**src/rtl/seq_alu_pkg.sv**
```systemverilog
// Shared types and helpers for the seq_alu registered ALU.
package seq_alu_pkg;

    // Opcode encoding presented on the op port.
    typedef enum logic [3:0] {
        OP_ADD  = 4'd0,
        OP_SUB  = 4'd1,
        OP_MUL  = 4'd2,
        OP_DIV  = 4'd3,
        OP_AND  = 4'd4,
        OP_OR   = 4'd5,
        OP_XOR  = 4'd6,
        OP_NOTA = 4'd7,
        OP_NOTB = 4'd8
    } op_e;

    // Controller states.
    typedef enum logic [1:0] {
        ST_IDLE = 2'd0,
        ST_BUSY = 2'd1,
        ST_DONE = 2'd2
    } state_e;

    // Highest legal opcode; anything above is flagged illegal.
    localparam logic [3:0] OP_LAST = 4'd8;

    // True when the request must go through the multi-cycle datapath.
    // A divide by zero is resolved immediately, and MUL is single-cycle
    // when the combinational multiplier is built in.
    function automatic logic is_iterative(input logic [3:0] op,
                                          input logic       b_zero,
                                          input logic       fast_mul);
        logic iter;
        iter = 1'b0;
        case (op)
            OP_MUL:  iter = ~fast_mul;
            OP_DIV:  iter = ~b_zero;
            default: iter = 1'b0;
        endcase
        return iter;
    endfunction

endpackage

```
**src/rtl/seq_alu_iter.sv**
```systemverilog
// Shared shift register / accumulator for shift-add multiply (mode=0)
// and restoring divide (mode=1). One step per cycle for WIDTH cycles;
// done pulses for one cycle after the last step.
module seq_alu_iter #(
    parameter int WIDTH = 8
) (
    input  logic               clk,
    input  logic               rst_n,
    input  logic               start,
    input  logic               mode,
    input  logic [WIDTH-1:0]   a,
    input  logic [WIDTH-1:0]   b,
    output logic               done,
    output logic [2*WIDTH-1:0] prod_quo,
    output logic [WIDTH-1:0]   rem
);

    localparam int CW = $clog2(WIDTH);

    // hi_r: MUL partial-product high half / DIV partial remainder.
    // lo_r: MUL multiplier shifting out / DIV dividend shifting into quotient.
    logic [WIDTH-1:0] hi_r;
    logic [WIDTH-1:0] lo_r;
    logic [WIDTH-1:0] opnd_r;
    logic [CW-1:0]    cnt_r;
    logic             run_r;
    logic             mode_r;
    logic             done_r;

    logic [WIDTH:0]   mul_sum_s;
    logic [WIDTH:0]   div_trial_s;
    logic [WIDTH:0]   div_diff_s;
    logic             div_ge_s;
    logic [WIDTH-1:0] hi_nx_s;
    logic [WIDTH-1:0] lo_nx_s;

    // Next-state of the shared datapath for one multiply or divide step.
    always_comb begin
        mul_sum_s   = {1'b0, hi_r} + (lo_r[0] ? {1'b0, opnd_r} : {(WIDTH+1){1'b0}});
        div_trial_s = {hi_r, lo_r[WIDTH-1]};
        div_diff_s  = div_trial_s - {1'b0, opnd_r};
        div_ge_s    = (div_trial_s >= {1'b0, opnd_r});
        if (mode_r) begin
            hi_nx_s = div_ge_s ? div_diff_s[WIDTH-1:0] : div_trial_s[WIDTH-1:0];
            lo_nx_s = {lo_r[WIDTH-2:0], div_ge_s};
        end else begin
            hi_nx_s = mul_sum_s[WIDTH:1];
            lo_nx_s = {mul_sum_s[0], lo_r[WIDTH-1:1]};
        end
    end

    // Operand load on start, then WIDTH steps counted down to zero.
    always_ff @(posedge clk) begin
        if (!rst_n) begin
            hi_r   <= {WIDTH{1'b0}};
            lo_r   <= {WIDTH{1'b0}};
            opnd_r <= {WIDTH{1'b0}};
            cnt_r  <= {CW{1'b0}};
            run_r  <= 1'b0;
            mode_r <= 1'b0;
            done_r <= 1'b0;
        end else if (start) begin
            hi_r   <= {WIDTH{1'b0}};
            lo_r   <= mode ? a : b;
            opnd_r <= mode ? b : a;
            cnt_r  <= CW'(WIDTH - 1);
            run_r  <= 1'b1;
            mode_r <= mode;
            done_r <= 1'b0;
        end else if (run_r) begin
            hi_r   <= hi_nx_s;
            lo_r   <= lo_nx_s;
            if (cnt_r == {CW{1'b0}}) begin
                run_r  <= 1'b0;
                done_r <= 1'b1;
            end else begin
                cnt_r  <= cnt_r - CW'(1);
                done_r <= 1'b0;
            end
        end else begin
            done_r <= 1'b0;
        end
    end

    assign done     = done_r;
    assign prod_quo = mode_r ? {{WIDTH{1'b0}}, lo_r} : {hi_r, lo_r};
    assign rem      = mode_r ? hi_r : {WIDTH{1'b0}};

endmodule

```
**src/rtl/seq_alu.sv**
```systemverilog
// Registered ALU with valid/ready request port and held result port.
// Optional build macro SEQ_ALU_FAST_MUL_EN: MUL becomes a single-cycle
// combinational multiply; DIV remains iterative.
module seq_alu
    import seq_alu_pkg::*;
#(
    parameter int WIDTH = 8
) (
    input  logic               clk,
    input  logic               rst_n,
    input  logic               in_valid,
    output logic               in_ready,
    input  logic [3:0]         op,
    input  logic [WIDTH-1:0]   a,
    input  logic [WIDTH-1:0]   b,
    output logic               out_valid,
    input  logic               out_ready,
    output logic [2*WIDTH-1:0] result,
    output logic [WIDTH-1:0]   remainder,
    output logic               carry,
    output logic               zero,
    output logic               div_by_zero,
    output logic               illegal_op
);

    localparam int RW = 2 * WIDTH;
`ifdef SEQ_ALU_FAST_MUL_EN
    localparam logic FAST_MUL = 1'b1;
`else
    localparam logic FAST_MUL = 1'b0;
`endif

    state_e           state_r;
    logic             in_ready_r;
    logic             out_valid_r;
    logic [RW-1:0]    result_r;
    logic [WIDTH-1:0] remainder_r;
    logic             carry_r;
    logic             zero_r;
    logic             dbz_r;
    logic             illegal_r;

    logic             accept_s;
    logic             b_zero_s;
    logic             iter_s;
    logic             start_s;
    logic             mode_s;
    logic [WIDTH:0]   add_s;
    logic [WIDTH:0]   sub_s;
    logic [WIDTH-1:0] sc_lo_s;
    logic [WIDTH-1:0] sc_hi_s;
    logic [WIDTH-1:0] sc_rem_s;
    logic             sc_carry_s;
    logic             sc_dbz_s;
    logic             sc_ill_s;
    logic [RW-1:0]    sc_res_s;
    logic             iter_done_s;
    logic [RW-1:0]    iter_res_s;
    logic [WIDTH-1:0] iter_rem_s;

    assign accept_s = in_valid & in_ready_r;
    assign b_zero_s = (b == {WIDTH{1'b0}});
    assign iter_s   = is_iterative(op, b_zero_s, FAST_MUL);
    assign start_s  = accept_s & iter_s;
    assign mode_s   = (op == OP_DIV);
    assign add_s    = {1'b0, a} + {1'b0, b};
    assign sub_s    = {1'b0, a} - {1'b0, b};
    assign sc_res_s = {sc_hi_s, sc_lo_s};

    // Results of every op that completes in the accept cycle.
    always_comb begin
        sc_lo_s    = {WIDTH{1'b0}};
        sc_hi_s    = {WIDTH{1'b0}};
        sc_rem_s   = {WIDTH{1'b0}};
        sc_carry_s = 1'b0;
        sc_dbz_s   = 1'b0;
        sc_ill_s   = 1'b0;
        case (op)
            OP_ADD: begin
                sc_lo_s    = add_s[WIDTH-1:0];
                sc_hi_s    = {{(WIDTH-1){1'b0}}, add_s[WIDTH]};
                sc_carry_s = add_s[WIDTH];
            end
            OP_SUB: begin
                sc_lo_s    = sub_s[WIDTH-1:0];
                sc_carry_s = (a < b);
            end
            OP_MUL: begin
`ifdef SEQ_ALU_FAST_MUL_EN
                {sc_hi_s, sc_lo_s} = {{WIDTH{1'b0}}, a} * {{WIDTH{1'b0}}, b};
`else
                sc_lo_s = {WIDTH{1'b0}};
`endif
            end
            OP_DIV: begin
                // Only consumed when b==0; a nonzero divisor goes iterative.
                sc_lo_s  = {WIDTH{1'b1}};
                sc_rem_s = a;
                sc_dbz_s = 1'b1;
            end
            OP_AND:  sc_lo_s = a & b;
            OP_OR:   sc_lo_s = a | b;
            OP_XOR:  sc_lo_s = a ^ b;
            OP_NOTA: sc_lo_s = ~a;
            OP_NOTB: sc_lo_s = ~b;
            default: sc_ill_s = (op > OP_LAST);
        endcase
    end

    seq_alu_iter #(
        .WIDTH (WIDTH)
    ) u_iter (
        .clk      (clk),
        .rst_n    (rst_n),
        .start    (start_s),
        .mode     (mode_s),
        .a        (a),
        .b        (b),
        .done     (iter_done_s),
        .prod_quo (iter_res_s),
        .rem      (iter_rem_s)
    );

    // Controller: handshake, result/flag registers and state sequencing.
    always_ff @(posedge clk) begin
        if (!rst_n) begin
            state_r     <= ST_IDLE;
            in_ready_r  <= 1'b1;
            out_valid_r <= 1'b0;
            result_r    <= {RW{1'b0}};
            remainder_r <= {WIDTH{1'b0}};
            carry_r     <= 1'b0;
            zero_r      <= 1'b0;
            dbz_r       <= 1'b0;
            illegal_r   <= 1'b0;
        end else begin
            case (state_r)
                ST_IDLE: begin
                    if (accept_s) begin
                        in_ready_r <= 1'b0;
                        if (iter_s) begin
                            state_r   <= ST_BUSY;
                            carry_r   <= 1'b0;
                            zero_r    <= 1'b0;
                            dbz_r     <= 1'b0;
                            illegal_r <= 1'b0;
                        end else begin
                            state_r     <= ST_DONE;
                            out_valid_r <= 1'b1;
                            result_r    <= sc_res_s;
                            remainder_r <= sc_rem_s;
                            carry_r     <= sc_carry_s;
                            zero_r      <= (sc_res_s == {RW{1'b0}});
                            dbz_r       <= sc_dbz_s;
                            illegal_r   <= sc_ill_s;
                        end
                    end else begin
                        state_r <= ST_IDLE;
                    end
                end
                ST_BUSY: begin
                    if (iter_done_s) begin
                        state_r     <= ST_DONE;
                        out_valid_r <= 1'b1;
                        result_r    <= iter_res_s;
                        remainder_r <= iter_rem_s;
                        zero_r      <= (iter_res_s == {RW{1'b0}});
                    end else begin
                        state_r <= ST_BUSY;
                    end
                end
                ST_DONE: begin
                    if (out_ready) begin
                        state_r     <= ST_IDLE;
                        out_valid_r <= 1'b0;
                        in_ready_r  <= 1'b1;
                    end else begin
                        state_r <= ST_DONE;
                    end
                end
                default: begin
                    state_r     <= ST_IDLE;
                    in_ready_r  <= 1'b1;
                    out_valid_r <= 1'b0;
                end
            endcase
        end
    end

    assign in_ready    = in_ready_r;
    assign out_valid   = out_valid_r;
    assign result      = result_r;
    assign remainder   = remainder_r;
    assign carry       = carry_r;
    assign zero        = zero_r;
    assign div_by_zero = dbz_r;
    assign illegal_op  = illegal_r;

endmodule

```
**config.mk**
```make
export PLATFORM = sky130hd
export DESIGN_NAME = seq_alu
export DESIGN_NICKNAME = d
export VERILOG_FILES = /design/src/rtl/seq_alu_pkg.sv /design/src/rtl/seq_alu_iter.sv /design/src/rtl/seq_alu.sv
export SDC_FILE = /design/constraint.sdc
export NUM_CORES = 1
export LEC_CHECK = 0
export CORE_MARGIN = 2
export CORE_UTILIZATION = 53
export CTS_CLUSTER_DIAMETER = 50
export CTS_CLUSTER_SIZE = 30
export DETAILED_ROUTE_END_ITERATION = 6
export PLACE_DENSITY = 0.74
export SLEW_MARGIN = 20
export SYNTH_ARGS = -nofsm -noshare
export SYNTH_HDL_FRONTEND = slang
export SYNTH_SLANG_ARGS = --single-unit
```
**constraint.sdc**
```tcl
create_clock -name clk -period 3.05 [get_ports clk]
set_clock_uncertainty 0.2 [all_clocks]
set_input_delay 0.305 -clock clk [delete_from_list [all_inputs] [get_ports clk]]
set_output_delay 0.305 -clock clk [all_outputs]
set_load 0.02 [all_outputs]
```
==> impl_metrics.ini, run 1 <==
[floorplanning]
top_level_ports = 54
core-area_sq_um = 9639
cell_rows = 36
die-area_sq_um = 10590
die_h_um = 102.9
floorplan.initialDensity_pct = 53.78
die_w_um = 102.9

[final_layout]
syn2layout_area_growth_pct = 26.36
n_fill_cell = 891
n_antenna_cell = 0
layout.cell_area.non_filler_sq_um = 6550
layout.cells.most_common_list = 81 x buf_4, 73 x nor2_1, 62 x dfxtp_1
drive_above_1_share_pct = 14.98
layout.cells.most_common = buf_4
nets = 846

[drt]
detail_route.wirelength_um = 16420
vias = 5402
routed_via_density = 5.910
routedWlPerCell_um = 17.96
dr.pass1.iters = 5
antenna_violating_nets_post_route = 0
dr.first_iter.drc_count = 303
drc = 0

[sta]
fmax_mhz = 354.0
final_max_slew_viol_count = 0
setup-violations-final = 0
hold_viol_final = 0
slew-limit-headroom_pct = 51.46
slew_of_the_pin_with_the_lowest_slew_margin_ps = 726.6
timing.hold.ws_ps = 251.7
rsz_0062_raised_after_global_routing = no
period_minus_slack_ps = 2825
final.period_utilization_pct = 92.63

[clocking]
root_buffer = clkbuf_8
post_cts_repair_resize_count = 0
post_cts_buffers = 0
clk-insertion-delay-late_ps = 350
hold_bufs_at_cts = 0
number_of_buffers_created_by_cts = 9
path_clk_slew_ps = 70
cts_buffer_depth = 2
tritoncts = yes
cts_num_sinks = 62
htree_levels = 3

[power]
p_per_area_nw_per_um2 = 380.1
vdd_ir_drop_max_uv = 223.4
total_power_w = 0.002490
power.leakage_nw = 2.591

[synthesis]
synthesis.nets = 747
postSynth.asyncResetShare_pct = 0
synth_flop_cell = dfxtp_1
avgSynthCellArea_sq_um = 7.657
post_synth_main_area_contributors = dfxtp_1 24%, ha_1 10%, mux2i_1 7.3%
netlist-cell-type-count = 66
synth_register_bits = 62
yosys_warnings = 0
yosysTopAreaCellShare_pct = 23.94
synth.yosys.seq_area_share_pct = 23.94
synth-edff-count = 0
synth_largest_area_cell = dfxtp_1
post_synth_inst_count = 677
synthesis.area_sq_um = 5184

[placed_design]
dpl_cell_area_sq_um = 6302
dpl.hpwl_um = 12820
numPortBuffers = 53
gp_congestion = 1.026

[outcome]
status = finished, final reports clean

[global_route]
vias_in_the_first_global_route = 5258
antenna_found_initial = 0
total_global_routing_overflow = 0
grt_max_degree = 33
grt_pass1_wl_um = 26010
gr-usage-all-layers_pct = 31.67

[critical_path]
worstPathRequired_ps = 3140
regToRegEndpoint = u_iter.hi_r[0]
worst_r2r_path_depth = 10
reg2reg_setup_slack_ps = 390
setup.worst_path.end_class = flip-flop
startpoint_type = input pin
worst-setup-path-type = in2reg
worst_ep_arrival_time_ps = 2910
crit_path_max_fanout = 2
regToRegStartpoint = u_iter.opnd_r[1]

[flow_run]
timing.max_cap.violations = 0

[hold_path]
min_to = result[12]
hold_class = reg2reg
min_delay_path_depth = 2
hold_path_startpoint = result[12]
## stage by stage
stage          worst slack [ps]  util, %  cells  setup TNS [ps]
3_5_place_dp             -148.1    65.38    898          -148.1
4_1_cts                   215.3    67.95    914               0
3_3_place_gp             -112.5    65.38    898          -112.5
6_report                  224.8    67.95    914               0
5_1_grt                   9.757    67.95    914               0
2_1_floorplan             496.2        -    677               0
## registers in the layout, summed over array words and instances (netlist names)
| register | flops |
|---|---|
| illegal_op | 1 |
| u_iter.lo_r | 8 |
| carry | 1 |
| u_iter.hi_r | 8 |
| u_iter.run_r | 1 |
| remainder | 8 |
| div_by_zero | 1 |
| u_iter.done | 1 |
| in_ready | 1 |
| u_iter.opnd_r | 8 |
| out_valid | 1 |
| zero | 1 |
| u_iter.cnt_r | 3 |
| result | 16 |
| u_iter.mode_r | 1 |
| state_r | 2 |
## how the worst max path moves through the flow
stage               cells past startpoint  slack, ps             end        startpoint
finish                                 11        220            zero              a[0]
global placement                       11       -110            zero              a[0]
detailed placement                     11       -150            zero              a[0]
CTS                                    11        220            zero              a[0]
floorplan                              10        500  u_iter.hi_r[4]  u_iter.opnd_r[1]
global route                           11         10            zero              a[0]
## synthesized netlist by cell type (all sizes together), types with 15 or more instances
cell    number
nand3       34
mux2i       38
nand2       47
inv         41
nor3        19
nor2        74
o21ai       27
dfxtp       62
ha          42
nor4        15
a21oi       58
clkbuf      27
buf         21
a211oi      24
## kinds of logic (layout without fill, tap and decap cells)
group | count (synthesis) | after routing | share of synthesized area (%)
and+or+nand+nor | 245 | 245 | 23.15
buffers and inverters | 89 | 193 | 7.555
DFF | 62 | 62 | 23.94
xor gates and xnor gates | 13 | 13 | 2.196
muxes | 39 | 39 | 7.555
adders and majority gates | 46 | 46 | 11.68
AOI/OAI and AO/OA | 183 | 183 | 23.92
## worst max-delay path, stage by stage
cell	delay [ps]
clkdlybuf4s50_1	480
inv_1	60
ha_1	230
fa_1	400
nor3_1	220
or3_1	190
mux2i_1	200
o311ai_1	150
or3_1	390
nor4_1	170
o2bb2ai_1	140
## routing by layer
metal | track usage [%] | share of wire, %
met5 | 0 | 0
met2 | 56.24 | 50
met3 | 5.559 | 6.4
met1 | 37.81 | 41
met4 | 12.55 | 2.7
## report_power, final
part / internal (W) / switching, W / total (W) / leakage, nW
sequential: 0.000844 / 0.0000311 / 0.000876 / 0.504
clock: 0.000567 / 0.000331 / 0.000898 / 0.120
combinational: 0.000327 / 0.000390 / 0.000717 / 1.97
total: 0.00174 / 0.000752 / 0.00249 / 2.59
## final cells by class
cell class	instances	area, sq um	share of cell area [%]
inverter	41	153.9	2.350
multi-input combinational	526	3562	54.38
sequential	62	1241	18.95
clock inverter	5	106.4	1.624
timing repair buffer	136	1179	17.99
tap	133	166.4	2.541
clock buffer	11	141.4	2.159
No activity file was read; power rests on OpenSTA's default activity.
==> inputs of run 2 (changes only) <==
PLACE_DENSITY = 0.82   (was 0.74)
==> run 2 against run 1 <==
Wire length increased by 2.1%. Fmax is 0.33% higher. Combinational power is 1% lower. Register-to-register slack lost 130 ps. Design area shrank 0.97%. First-iteration DRC count rose by 34%. Sequential power about the same. Clock power is 5.6% lower. Cell count down 0.98%.
==> impl_metrics.ini, run 2 (synthesis gave the netlist of run 1 again) <==
[outcome]
status = finished, final reports clean

[clocking]
root_buffer = clkbuf_8
hold_bufs_at_cts = 0
cts_num_sinks = 62
htree_levels = 3
post_cts_repair_resize_count = 0
number_of_buffers_created_by_cts = 9
path_clk_slew_ps = 80
clk-insertion-delay-late_ps = 360
tritoncts = yes
cts_buffer_depth = 2
post_cts_buffers = 0

[critical_path]
crit_top_cell = or3_1
worst-setup-path-type = in2reg
cell_family_contributing_the_most_delay_on_the_critical_path = simple AND/OR/NAND/NOR gates
setup.worst_path.end_class = flip-flop
crit_path_max_fanout = 2
critical_path.max_stage_delay_ps = 480
worst_r2r_path_depth = 10
regToRegEndpoint = u_iter.hi_r[2]
cp.buffers_inverters = 2
setup.worst_path.start = a[0]
regToRegStartpoint = u_iter.opnd_r[1]
reg2reg_setup_slack_ps = 260
worst_ep_arrival_time_ps = 2910
worstPathRequired_ps = 3150
slowest_stage = clkdlybuf4s50_1
worstSetupEndpoint = zero
startpoint_type = input pin
worst-path-stages = 11
crit_path_cell_trace = clkdlybuf4s50_1 -> inv_1 -> ha_1 -> fa_1 -> nor3_1 -> or3_1 -> mux2i_1 -> o311ai_1 -> or3_1 -> nor4_1 -> o2bb2ai_1

[power]
seqPwrFrac_pct = 36.1
clk_pwr_share_pct = 34.8
switchingPower_w = 0.0007998
p_per_area_nw_per_um2 = 375.2
power.leakage_nw = 2.545
cell_internal_pwr_w = 0.001634
vdd_ir_drop_max_uv = 329.2
power.combinational.fraction_pct = 29.1
switching_share_pct = 32.86

[placed_design]
pre_cts_ws_ps = -137.1
dpl.hpwl_um = 12830
numPortBuffers = 53
gp_congestion = 0.9426

[global_route]
vias_in_the_first_global_route = 5550
total_global_routing_overflow = 0
gr-usage-all-layers_pct = 32.60
antenna_found_initial = 0
grt_pass1_wl_um = 26740
grt_max_degree = 31

[drt]
routedWlPerCell_um = 18.53
met3WireLength_um = 1163
maxUsedRoutingLayer = met4
detail_route.wirelength_um = 16770
drc = 0
met2_length_um = 8350
antenna_violating_nets_post_route = 0
routed_via_density = 6.168
dr.first_iter.drc_count = 407
met1_length_um = 6578
dr.pass1.iters = 5
vias = 5582

[floorplanning]
core-area_sq_um = 9639
top_level_ports = 54
die_h_um = 102.9
die_w_um = 102.9
die-area_sq_um = 10590
floorplan.initialDensity_pct = 53.78
cell_rows = 36

[sta]
slew_of_the_pin_with_the_lowest_slew_margin_ps = 794.8
final.period_utilization_pct = 92.33
final_max_slew_viol_count = 0
setup-violations-final = 0
period_minus_slack_ps = 2816
slew-limit-headroom_pct = 46.90
worst_slack_ps = 234.0
rsz_0062_raised_after_global_routing = no
hold_viol_final = 0
timing.hold.ws_ps = 257.5
fmax_mhz = 355.1

[final_layout]
layout_utilization_pct = 67.29
n_antenna_cell = 0
n_fill_cell = 846
largest_register_ffs = 16
syn2layout_area_growth_pct = 25.13
drive_above_1_share_pct = 14.12
layout.cells.most_common = nor2_1
nets = 837
layout.cells.most_common_list = 73 x nor2_1, 70 x buf_4, 62 x dfxtp_1

[flow_run]
timing.max_cap.violations = 0

[hold_path]
hold_class = reg2reg
hold_path_startpoint = result[14]
[run 2: worst min-delay path by stage]
| stage | endpoint | slack (ps) | cells past startpoint |
|---|---|---|---|
| after floorplan | in_ready | 180 | 1 |
| after global placement | result[12] | 240 | 2 |
| after detailed placement | result[14] | 240 | 2 |
| final | result[14] | 260 | 2 |
| after CTS | result[14] | 260 | 2 |
| after global routing | result[14] | 270 | 2 |
[run 2: worst register-to-register path, cell delays in order, from the launching register on]
cell and delay, ps:
dfxtp_1 440, inv_1 70, ha_1 320, nor2b_1 150, o31a_1 280, o31a_1 310
o31ai_4 240, buf_4 240, nor3_1 80, a211oi_1 260, nor3_1 80
[run 2: metal layers]
| metal | GRT usage, % | vias up |
|---|---|---|
| met3 | 4.949 | 61 |
| met2 | 57.94 | 263 |
| met4 | 16.30 | 0 |
| li1 | - | 2636 |
| met5 | 0 | - |
| met1 | 37.98 | 2622 |
[run 2: power groups by stage]
stage / Clock [W] / Sequential [W] / Combinational, W
after floorplan: 0 / 0.000908 / 0.000397
after global placement: 0 / 0.000893 / 0.000681
after detailed placement: 0 / 0.000895 / 0.000695
after CTS: 0.000845 / 0.000876 / 0.000700
after global routing: 0.000878 / 0.000880 / 0.000769
final: 0.000848 / 0.000878 / 0.000708
[run 2: per-stage QoR]
step                      cells  total power (W)  TNS, ps  instance area [sq um]
final                       905         0.002434        0                   6486
after global routing        905         0.002528        0                   6486
after CTS                   905         0.002420        0                   6486
after detailed placement    889         0.001590   -278.4                   6260
after global placement      889         0.001574   -128.5                   6260
after floorplan             677         0.001306        0                   5184
[run 2: final cells by class]
| type | count | area (sq um) | share of cell area, % |
|---|---|---|---|
| clock buffer | 9 | 123.9 | 1.910 |
| clock inverter | 7 | 102.6 | 1.582 |
| inverter | 41 | 153.9 | 2.373 |
| multi-input combinational | 526 | 3562 | 54.92 |
| sequential | 62 | 1241 | 19.14 |
| tap | 133 | 166.4 | 2.566 |
| timing repair buffer | 127 | 1136 | 17.52 |
==> inputs of run 3 (changes only) <==
CORE_ASPECT_RATIO = 1.5   (was not set)
HOLD_SLACK_MARGIN = 0.05   (was not set)
==> run 3 against run 2 <==
First-iteration DRC count rose by 37%. Utilization up 1.4 points. Global-route usage increased by 0.49 points. Non-clock buffer count increased by 12. Die area rose by 0.16%. Hold slack worse by 0.74 ps. Setup slack worse by 58 ps. Clock power rose by 11%. Critical path type unchanged. Largest power group is now the clock network. Highest routed layer unchanged.
==> impl_metrics.ini, run 3 (synthesis gave the netlist of run 1 again) <==
[critical_path]
startpoint_type = input pin
worst_ep_arrival_time_ps = 2940
crit_path_max_fanout = 2
worst-setup-path-type = in2reg
slowest_stage = clkdlybuf4s50_1
setup.worst_path.end_class = flip-flop
crit_path_cell_trace = clkdlybuf4s50_1 -> inv_1 -> ha_1 -> fa_1 -> nor3_1 -> or3_1 -> mux2i_1 -> o311ai_1 -> or3_1 -> nor4_1 -> o2bb2ai_1
worstPathRequired_ps = 3110
critical_path.max_stage_delay_ps = 480
crit_top_cell = or3_1

[floorplanning]
floorplan.initialDensity_pct = 54.11
die_w_um = 84.75
die-area_sq_um = 10600
core-area_sq_um = 9579
top_level_ports = 54
cell_rows = 44
die_h_um = 125.1

[power]
power.leakage_nw = 2.618
p_per_area_nw_per_um2 = 388.2
cell_internal_pwr_w = 0.001746
switchingPower_w = 0.0008081
switching_share_pct = 31.64
power.combinational.fraction_pct = 28.6
seqPwrFrac_pct = 34.4
clk_pwr_share_pct = 37.0
vdd_ir_drop_max_uv = 414.4

[clocking]
tritoncts = yes
hold_bufs_at_cts = 0
cts_buffer_depth = 2
post_cts_buffers = 0
post_cts_repair_resize_count = 0
path_clk_slew_ps = 50
number_of_buffers_created_by_cts = 9
cts_num_sinks = 62
root_buffer = clkbuf_16
htree_levels = 3
clk-insertion-delay-late_ps = 330

[final_layout]
layout.cells.most_common_list = 84 x buf_4, 73 x nor2_1, 62 x dfxtp_1
syn2layout_area_growth_pct = 26.91
nets = 849
layout_utilization_pct = 68.68
largest_register_ffs = 16
final_cell_count_no_fill = 899
layout.cells.most_common = buf_4
n_antenna_cell = 0
drive_above_1_share_pct = 15.31
sequential_cell_area_sq_um = 1241
multiInputGateArea_sq_um = 3562
n_fill_cell = 783

[sta]
setup-violations-final = 0
period_minus_slack_ps = 2874
timing.hold.ws_ps = 256.8
setup-tns-final_ps = 0
fmax_mhz = 348.0
final.period_utilization_pct = 94.22
slew-limit-headroom_pct = 51.18
rsz_0062_raised_after_global_routing = no
final_max_slew_viol_count = 0
slew_of_the_pin_with_the_lowest_slew_margin_ps = 730.7
hold_viol_final = 0

[drt]
vias = 5722
routedWlPerCell_um = 19.37
drc = 0
dr.pass1.iters = 5
routed_via_density = 6.365
antenna_violating_nets_post_route = 0
dr.first_iter.drc_count = 558
detail_route.wirelength_um = 17410

[placed_design]
gp_congestion = 1.042
post-place-cells = 883
dpl.hpwl_um = 13650
numPortBuffers = 53

[global_route]
antenna_found_initial = 0
vias_in_the_first_global_route = 5660
grt_pass1_wl_um = 27830
gr-usage-all-layers_pct = 33.10
total_global_routing_overflow = 0
grt_max_degree = 39

[outcome]
status = finished, final reports clean

[hold_path]
hold_class = reg2reg

[flow_run]
timing.max_cap.violations = 0
run 3: cell types whose count changed in the layout (fill, tap and decap cells not counted), moves of 2 or more:
cell       previous run  this run
buf_12                4         2
buf_4                70        84
bufinv_16             2         0
clkbuf_16             0         9
clkbuf_8              9         1
clkinv_2              0         2
inv_6                 4         1
run 3: final cells by class:
type | instances | share of cell area, %
Inverter | 41 | 2.339
Timing Repair Buffer | 139 | 18.26
Tap cell | 115 | 2.187
Clock inverter | 5 | 0.5135
Sequential cell | 62 | 18.87
Clock buffer | 11 | 3.690
Multi-Input combinational cell | 526 | 54.15
run 3: worst paths after layout:
path	endpoint	slack, ps	cells after the start	from
max	zero	180	11	a[0]
min	result[12]	260	2	result[12]
max reg2reg	u_iter.hi_r[5]	260	11	u_iter.lo_r[0]
min reg2reg	result[12]	260	2	result[12]
run 3: power groups by stage:
stage | Combinational (W) | Clock (W) | Sequential, W
floorplan | 0.000397 | 0 | 0.000908
global placement | 0.000704 | 0 | 0.000893
detailed placement | 0.000715 | 0 | 0.000895
CTS | 0.000720 | 0.000944 | 0.000878
global route | 0.000781 | 0.000987 | 0.000883
finish | 0.000730 | 0.000945 | 0.000879
run 3: worst max-delay path: cells and delay by family:
kind,cells,cell delay [ps]
compound gates,2,280
buf+inv,2,540
simple gates,4,950
fa+ha+maj,2,650
mux,1,200
run 3: per-stage QoR:
stage / total power [W] / setup WS, ps / cell area [sq um]
CTS: 0.002542 / 197.2 / 6579
global placement: 0.001597 / -96.53 / 6302
floorplan: 0.001306 / 496.2 / 5184
global route: 0.002651 / 30.24 / 6579
finish: 0.002554 / 176.3 / 6579
detailed placement: 0.001610 / -144.1 / 6302
run 3: per-layer routing:
metal,share of wire [%],vias to the layer above,track usage [%]
met1,33,2658,32.51
met4,8.3,0,25.12
li1,-,2646,-
met5,0,-,0
met2,52,320,61.37
met3,6.1,98,3.960
==> RTL edit 1: new RTL, flow settings as in run 3 <==
Re-encode `state_e` (3 states) as one-hot, 3 bits wide.
--- a/src/rtl/seq_alu_pkg.sv
+++ b/src/rtl/seq_alu_pkg.sv
@@ -16,8 +16,8 @@
 
     // Controller states.
-    typedef enum logic [1:0] {
-        ST_IDLE = 2'd0,
-        ST_BUSY = 2'd1,
-        ST_DONE = 2'd2
+    typedef enum logic [2:0] {
+        ST_IDLE = 3'b001,
+        ST_BUSY = 3'b010,
+        ST_DONE = 3'b100
     } state_e;
 
Function: same outputs for any inputs over 10 cycles, from zero or initial values and one cycle with rst_n low; not proved beyond that.
==> RTL edit 1 against run 3 <==
Sequential cell count is 1 higher. Global-route usage is 1.1 points lower. Power is 7.2% higher. Synthesized area is 2.7% higher. Routed wire length is 0.75% lower. Worst setup slack better by 0.034 ns. Cell area is 1.4% higher. Critical endpoint is now u_iter.lo_r[0]. Largest power group is now registers.
==> RTL edit 1: results (changes against run 3) <==
metric	value	unit	change
outcome	finished clean		
CP startpoint kind	flop		
worst IR drop on VDD	0.000313	V	-24%
sequential fraction of the synthesis area	0.237		-0.00249
worst slew pin tran	0.998	ns	+0.267 ns
DRT iter0 DRCs	502		-10%
Reg2Reg Launch Point	u_iter.opnd_r[1]		
Area contributors post-synth	dfxtp_1, ha_1, o211a_1		
CP arrival	2.86	ns	-0.08 ns
static leakage	2.97	nW	+13%
Filler cells	797		+1.8%
Post-Syn Nets	737		-1.3%
CP Capture Point	u_iter.lo_r[0]		
share of cells above drive strength 1	0.163		+0.00952
vias in the first global route	5622		-0.67%
hold_ws	0.117	ns	-0.140 ns
Post-Route WL	17.3	mm	-0.75%
crit-path max FO	6		+4
HP Class	in2reg		
GP Congestion	0.960		-7.9%
Post-Syn Area	5320	um^2	+2.7%
Final Instance Count excl. Fillers	890		-1.0%
cell count after placement	874		-1.0%
nets	840		-1.1%
cells on worst reg2reg path	8		-3
Int Pwr	1.83	mW	+4.6%
first-pass GRT wire length	27.5	mm	-1.1%
largest net degree at the start of global routing	51		+31%
-- RTL edit 1: cell count changes in the layout (fill, tap and decap cells not counted), moves of 11 or more --
cell,run 3,this run
a21oi_1,57,38
o211a_1,0,23
nand2_1,46,57
a21boi_0,0,13
mux2i_1,38,13
nor2_1,73,42
a211oi_1,24,4
o211ai_1,6,27
-- RTL edit 1: power by group through the flow --
stage                     Combinational [mW]  Sequential, mW  Clock, mW
after CTS                              0.863           0.934      0.928
after floorplan                        0.471           0.993          0
after global routing                   0.939           0.942      0.962
after global placement                 0.844           0.948          0
after detailed placement               0.858           0.951          0
final                                  0.876           0.934      0.928
-- RTL edit 1: worst max-delay path: cells and delay by family, from the launching register on --
family	cells	cell delay [ns]
and+or+nand+nor	1	0.15
AOI/OAI and AO/OA	5	1.55
DFF	1	0.43
buffers and inverters	1	0.08
adders and majority gates	1	0.31
-- RTL edit 1: cells by family after synthesis --
logic type | count (synthesis) | share of synthesized area
fa+ha+maj | 46 | 0.114
flops | 63 | 0.237
buf+inv | 80 | 0.0668
simple gates | 235 | 0.234
mux | 15 | 0.0308
xor+xnor | 12 | 0.0197
compound gates | 216 | 0.298
-- RTL edit 1: how the worst min path moves through the flow --
stage | end | start | cells past startpoint
4_1_cts | u_iter.cnt_r[2] | rst_n | 2
2_1_floorplan | u_iter.done | u_iter.cnt_r[2] | 1
3_5_place_dp | result[0] | result[0] | 2
5_1_grt | u_iter.cnt_r[0] | rst_n | 2
6_report | u_iter.cnt_r[2] | rst_n | 2
3_3_place_gp | result[12] | result[12] | 2
-- RTL edit 1: per-stage QoR --
step           setup WS [ns]  cell area (um^2)  utilization
2_1_floorplan          0.428              5320            -
3_3_place_gp          0.0381              6400        0.657
3_5_place_dp         -0.0264              6400        0.657
4_1_cts                0.226              6670        0.684
5_1_grt               0.0672              6670        0.684
6_report               0.210              6670        0.684
-- RTL edit 1: layer usage --
layer | vias to the layer above | wire, um | global-route usage
li1 | 2638 | - | -
met5 | - | 0 | 0
met3 | 74 | 884 | 0.0364
met1 | 2650 | 6290 | 0.344
met4 | 0 | 991 | 0.190
met2 | 270 | 9120 | 0.588
-- RTL edit 1: final cells by class --
cell class | instances | share of cell area
multi-input combinational | 524 | 0.557
sequential | 63 | 0.189
timing repair buffer | 132 | 0.170
clock buffer | 11 | 0.0349
inverter | 40 | 0.0225
tap | 115 | 0.0216
clock inverter | 5 | 0.00525
==> RTL edit 2: new RTL, config.mk and constraints of run 3 <==
Without the edit above. `WIDTH` is set to 8 in 2 places; all go to 16.
--- a/src/rtl/seq_alu_iter.sv
+++ b/src/rtl/seq_alu_iter.sv
@@ -3,5 +3,5 @@
 // done pulses for one cycle after the last step.
 module seq_alu_iter #(
-    parameter int WIDTH = 8
+    parameter int WIDTH = 16
 ) (
     input  logic               clk,
--- a/src/rtl/seq_alu.sv
+++ b/src/rtl/seq_alu.sv
@@ -5,5 +5,5 @@
     import seq_alu_pkg::*;
 #(
-    parameter int WIDTH = 8
+    parameter int WIDTH = 16
 ) (
     input  logic               clk,
Ports: changed (resized a, b, remainder and result); port bits go from 54 to 94. No check against the original RTL was run, so the function may have changed too.
==> RTL edit 2 against run 3 <==
The flow now finishes with violations (negative setup slack). Sequential cell count is 49 higher. Cell area increased by 110%. First-iteration DRC count rose to 2.7 times the old value. Final cell count grew 110%. Worst setup slack got worse by 0.23 ns. Routed wire length increased to 2.7 times the old value. Utilization increased by 8.0 points. Via count up 120%. Combinational power rose to 2.9 times the old value. Power grew 94%. Synthesized area grew 91%. Critical path type is now reg2reg. Largest cell class unchanged. Highest routed layer unchanged.
==> RTL edit 2: results (changes against run 3) <==
metric	value	unit	change
outcome	finished, violations left		
violations in the final reports	negative setup slack		
HP Class	in2reg		
Hold Crit Depth	3		+1
Hold Path End	in_ready		
Post-Route WL	46.5	mm	+170%
clock power share	0.252		-0.118
Post-Syn Nets	1456		+95%
TNS Setup	-0.0531	ns	-0.0531 ns
Mapped Cells	1331		+97%
Place WS	-0.879	ns	-0.735 ns
CP max-delay cell	dfxtp_1		
worst IR drop on VDD	0.000289	V	-30%
Placed Area	13100	um^2	+110%
hold_ws	0.223	ns	-0.0338 ns
reg-to-reg endpoint	u_iter.hi_r[0]		
first-pass GRT wire length	66.2	mm	+140%
nets	1784		+110%
post-layout worst setup margin	-0.0517	ns	-0.228 ns
switching part of the total	0.378		+0.0611
clock latency on the worst-skew pair	0.36	ns	+0.03 ns
sequential fraction of the synthesis area	0.225		-0.0149
max incr delay on CP	0.40	ns	-0.08 ns
adder-cell share of the synthesized area	0.111		-0.00632
DRT iter0 DRCs	1529		+170%
worst slew pin tran	0.721	ns	-0.00941 ns
Synth Area in Compound Gates	0.286		+0.0469
share of cells above drive strength 1	0.281		+0.128
total vias in the final route	12400		+120%
PortBufs	93		+75%
Finish-stage setup viols	2		+2
## RTL edit 2: cell type report
cell class | count | area (um^2)
Clock buffer | 9 | 225
Clock inverter | 7 | 86.3
Fill cell | 1330 | 4300
Inverter | 88 | 333
Multi-Input combinational cell | 1041 | 7510
Sequential cell | 111 | 2230
Tap cell | 252 | 315
Timing Repair Buffer | 408 | 3400
## RTL edit 2: repair_timing
| item | CTS | global route |
|---|---|---|
| gates resized for setup | 70 | 106 |
| setup endpoints to repair | 18 | 47 |
| setup buffers | 11 | 11 |
| gates cloned | 0 | 1 |
| pin swaps | 24 | 41 |
## RTL edit 2: metal layers
metal,global-route usage,share of wire,vias to the layer above
li1,-,-,5523
met1,0.454,0.33,5824
met2,0.755,0.47,782
met3,0.101,0.094,294
met4,0.370,0.11,0
met5,0,0,-
